<file path="src/rtl/mem_arbiter_pkg.sv">
// Shared types for the unified-memory arbiter.
// Holds the arbiter FSM state and requester-id enums.
package mem_arbiter_pkg;

  typedef enum logic {
    ARB    = 1'b0,
    LOCKED = 1'b1
  } arb_state_t;

  typedef enum logic {
    REQ_I = 1'b0,
    REQ_D = 1'b1
  } req_id_t;

endpackage

</file>
<file path="src/rtl/mem_arbiter.sv">
// Fetch/data arbiter for one single-ported synchronous memory.
// Ports: i_*/d_* request+response, d_lock, mem_* macro side.
module mem_arbiter
  import mem_arbiter_pkg::*;
#(
  parameter int STARVE_LIMIT = 4
) (
  input  logic        clk,
  input  logic        reset,
  input  logic        i_valid,
  output logic        i_ready,
  input  logic [31:0] i_addr,
  input  logic        i_write_en,
  input  logic [3:0]  i_data_en,
  input  logic [31:0] i_data_i,
  input  logic        d_valid,
  output logic        d_ready,
  input  logic [31:0] d_addr,
  input  logic        d_write_en,
  input  logic [3:0]  d_data_en,
  input  logic [31:0] d_data_i,
  input  logic        d_lock,
  output logic        i_resp_valid,
  output logic [31:0] i_resp_data,
  output logic        d_resp_valid,
  output logic [31:0] d_resp_data,
  output logic [31:0] mem_addr,
  output logic        mem_write_en,
  output logic [3:0]  mem_data_en,
  output logic [31:0] mem_data_i,
  input  logic [31:0] mem_data_o
);

  localparam int CW = $clog2(STARVE_LIMIT + 1);
  localparam logic [CW-1:0] LIM = CW'(STARVE_LIMIT);

  arb_state_t    state, state_nxt;
  logic [CW-1:0] starve_cnt, cnt_nxt;
  logic          i_pend, d_pend;
  logic          gnt_i, gnt_d, starved;
  req_id_t       win;

  // Grants are forced low while reset is held so the
  // macro sees no access during reset.
  always_comb begin
    gnt_i   = 1'b0;
    gnt_d   = 1'b0;
    starved = (starve_cnt == LIM);
    if (!reset) begin
      unique case (state)
        ARB: begin
          gnt_d = d_valid && !(i_valid && starved);
          gnt_i = i_valid && !gnt_d;
        end
        LOCKED: gnt_d = d_valid;
        default: ;
      endcase
    end
  end

  assign i_ready = gnt_i;
  assign d_ready = gnt_d;
  assign win     = gnt_d ? REQ_D : REQ_I;

  always_comb begin
    mem_addr     = '0;
    mem_write_en = 1'b0;
    mem_data_en  = '0;
    mem_data_i   = '0;
    if (gnt_i || gnt_d) begin
      unique case (win)
        REQ_D: begin
          mem_addr     = d_addr;
          mem_write_en = d_write_en;
          mem_data_en  = d_data_en;
          mem_data_i   = d_data_i;
        end
        REQ_I: begin
          mem_addr     = i_addr;
          mem_write_en = i_write_en;
          mem_data_en  = i_data_en;
          mem_data_i   = i_data_i;
        end
        default: ;
      endcase
    end
  end

  // Counter freezes while locked: lock beats starvation.
  always_comb begin
    state_nxt = state;
    cnt_nxt   = starve_cnt;
    if (gnt_d) begin
      state_nxt = d_lock ? LOCKED : ARB;
    end
    if (state == ARB) begin
      if (!i_valid || gnt_i) begin
        cnt_nxt = '0;
      end else if (!starved) begin
        cnt_nxt = starve_cnt + CW'(1);
      end
    end
  end

  always_ff @(posedge clk or posedge reset) begin
    if (reset) begin
      state      <= ARB;
      starve_cnt <= '0;
      i_pend     <= 1'b0;
      d_pend     <= 1'b0;
    end else begin
      state      <= state_nxt;
      starve_cnt <= cnt_nxt;
      i_pend     <= gnt_i;
      d_pend     <= gnt_d;
    end
  end

  assign i_resp_valid = i_pend;
  assign d_resp_valid = d_pend;
  assign i_resp_data  = i_pend ? mem_data_o : '0;
  assign d_resp_data  = d_pend ? mem_data_o : '0;

endmodule

</file>
<file path="config.mk">
export PLATFORM = sky130hd
export DESIGN_NAME = mem_arbiter
export DESIGN_NICKNAME = d
export VERILOG_FILES = /design/src/rtl/mem_arbiter_pkg.sv /design/src/rtl/mem_arbiter.sv
export SDC_FILE = /design/constraint.sdc
export NUM_CORES = 1
export LEC_CHECK = 0
export ABC_AREA = 1
export ABC_CLOCK_PERIOD_IN_PS = 1300
export CAP_MARGIN = 10
export CELL_PAD_IN_SITES_DETAIL_PLACEMENT = 0
export CELL_PAD_IN_SITES_GLOBAL_PLACEMENT = 2
export CORE_ASPECT_RATIO = 1.4
export CORE_MARGIN = 1
export CORE_UTILIZATION = 10
export DETAILED_ROUTE_END_ITERATION = 8
export PLACE_DENSITY = 0.95
export SYNTH_ARGS = -nofsm -noshare
export SYNTH_HDL_FRONTEND = slang
export SYNTH_SLANG_ARGS = --single-unit
</file>
<file path="constraint.sdc">
create_clock -name clk -period 1.3 [get_ports clk]
set_input_delay 0.13 -clock clk [delete_from_list [all_inputs] [get_ports clk]]
set_output_delay 0.13 -clock clk [all_outputs]
set_load 0.05 [all_outputs]
</file>
==> results.json <==
{
  "status": "finished with violations",
  "violations": "setup timing",
  "vias": 3598,
  "min_period_over_period_pct": 141,
  "finalWirelength_mm": 13.2,
  "drv_slew": 0,
  "cts_tree": "yes",
  "cts-root-buf": "clkbuf_16",
  "dp_slack_ps": -447,
  "worstMarginPinSlew_ps": 311,
  "startpoint_type": "flip-flop",
  "drv_cap": 0,
  "p_per_area_nw_per_um2": 484,
  "dieArea_sq_um": 19400,
  "fillers": 1636,
  "gr-usage-all-layers_pct": 11.8,
  "timing.fmax_mhz": 546,
  "grt_max_degree": 34,
  "worst_slew_margin_rel_pct": 79.2,
  "endpoint_kind": "output pin",
  "rsz0062_at_grt": "yes",
  "coreArea_sq_um": 18500,
  "crit_fanout": 19,
  "dr.pass1.iters": 4,
  "grt_pass1_vias": 3493,
  "layout.nets": 910,
  "grt_pass1_wl_mm": 17.9,
  "postPlaceCellArea_sq_um": 7740,
  "holdBufCountCts": 0,
  "yosysUniqueCellTypes": 19,
  "finalPower_w": 0.00425,
  "arrival_ps": 1700,
  "die_height_microns": 164,
  "syn-mean-instance-area_sq_um": 4.79,
  "worst_slack_ps": -531,
  "synthCells": 393,
  "finalHoldViolCount": 0,
  "drtIter0Drc": 76,
  "fp.dieW_microns": 118,
  "p_leak_nw": 3.70,
  "postLayoutCellArea_sq_um": 8780,
  "yosysSeqAreaShare_pct": 7.97,
  "ir_worst_vdd_v": 0.000314,
  "synth_nets": 570,
  "cts.sinks": 6,
  "synth_seq_cells": 6,
  "register_area_sq_um": 153,
  "path_clk_slew_ps": 40,
  "hpwlAfterDp_mm": 10.3,
  "hp-class": "input pin to async pin",
  "pin_count": 312,
  "final_layout_size_suffix_gt1_share_pct": 72.8,
  "start_util_pct": 10.2,
  "clk_latency_ps": 230,
  "finish.utilization_pct": 47.4,
  "setup-violations-final": 137,
  "period_needed_ps": 1830,
  "cts_made_buffers": 3,
  "ys_warn_count": 0,
  "rrSetupSlack_ps": -130,
  "port_buffers": 311,
  "syn2layout_area_growth_pct": 366,
  "grt_antenna_before_repair": 1,
  "gp_congestion": 0.784,
  "multiInputGateArea_sq_um": 2580,
  "ctsHtreeMaxLevel": 1,
  "rows": 59,
  "syn-cell-area_sq_um": 1880,
  "antenna-diode-count": 0,
  "ant_nets": 0,
  "wl_per_cell_microns": 13.5,
  "required_ps": 1170,
  "routed_via_density": 3.69,
  "route.detailed.drc": 0,
  "clockBufferDepth": 2,
  "crit_type": "flip-flop to output pin",
  "skew_ps": 3.86,
  "grt_overflow": 0
}
==> cell type report <==
class | count | area share, %
repair buffers | 355 | 58.6
clock buffers | 4 | 0.898
inverters | 73 | 5.89
well taps | 244 | 3.48
flip-flops and latches | 6 | 1.74
multi-input cells | 294 | 29.4
==> path summary, 6_finish.rpt <==
check / from / to / depth (start not counted)
max: starve_cnt[0] / mem_data_i[18] / 9
min: reset / starve_cnt[0] / 3
max reg2reg: starve_cnt[0] / state / 8
min reg2reg: starve_cnt[0] / starve_cnt[0] / 3
max in group asynchronous: reset / d_resp_valid / 3
min in group clk: d_lock / state / 3
==> layout by cell type (no fill, tap or decap), drive strengths merged <==
cell type      count
buf              176
dfrtp              6
ha                 2
nand2            281
xor2               1
clkbuf             9
nand3              1
o21ai              2
nor2               4
clkinvlp          60
clkdlybuf4s50    174
nand4              3
inv               13
==> synth_stat cells <==
master / number / area [sq um]
buf_12: 3 / 60.1
buf_6: 7 / 78.8
buf_8: 4 / 60.1
clkbuf_1: 6 / 22.5
dfrtp_1: 6 / 150
ha_1: 2 / 25.0
inv_1: 71 / 267
inv_2: 1 / 3.75
inv_8: 1 / 11.3
nand2_1: 250 / 938
nand2_2: 30 / 188
nand2_4: 1 / 11.3
nand3_2: 1 / 10.0
nand4_1: 3 / 18.8
nor2_1: 3 / 11.3
nor2_2: 1 / 6.26
o21ai_0: 1 / 5.00
o21ai_2: 1 / 8.76
xor2_1: 1 / 8.76
==> logic make-up after synthesis <==
| family | Yosys count | share of synthesized area (%) |
|---|---|---|
| flops | 6 | 7.97 |
| fa+ha+maj | 2 | 1.33 |
| xor+xnor | 1 | 0.465 |
| compound gates | 2 | 0.730 |
| buf+inv | 93 | 26.7 |
| simple gates | 289 | 62.8 |
==> where the power goes <==
part,internal [W],switching [W]
clock network,0.000408,0.000114
logic,0.00177,0.00171
registers,0.000216,0.0000283
total,0.00239,0.00186
==> what timing repair did <==
action                     in CTS  in global routing
setup buffers                   9                  8
setup endpoints to repair     135                139
pin swaps                       7                  4
resized for setup             104                 79
gates cloned                    2                  6
==> flip-flops by register name, indices dropped and copies added, names as in the netlist <==
| name | cells |
|---|---|
| d_resp_valid | 1 |
| i_resp_valid | 1 |
| starve_cnt | 3 |
| state | 1 |
==> worst max-delay path, cell delays in order (launching register included) <==
cell	delay, ps
dfrtp_1	390
inv_2	90
ha_4	140
nand3_4	80
o21ai_2	190
inv_4	110
buf_12	180
nand2_2	90
nand2_4	60
buf_12	140
==> per-layer routing <==
metal | up-vias | wire [microns] | track usage (%)
met5 | - | 11 | 0
met4 | 2 | 122 | 2.10
met3 | 10 | 1210 | 4.70
met2 | 198 | 7590 | 23.7
met1 | 1600 | 4290 | 11.2
li1 | 1788 | - | -
==> per-stage QoR <==
step | cells | setup TNS, ps | hold slack (ps)
2_1_floorplan | 393 | -9750 | -62.5
3_3_place_gp | 952 | -28780 | 456
3_5_place_dp | 952 | -30520 | 465
4_1_cts | 966 | -39960 | 219
5_1_grt | 976 | -48370 | 260
6_report | 976 | -42160 | 217
No activity file was read; power rests on OpenSTA's default activity.
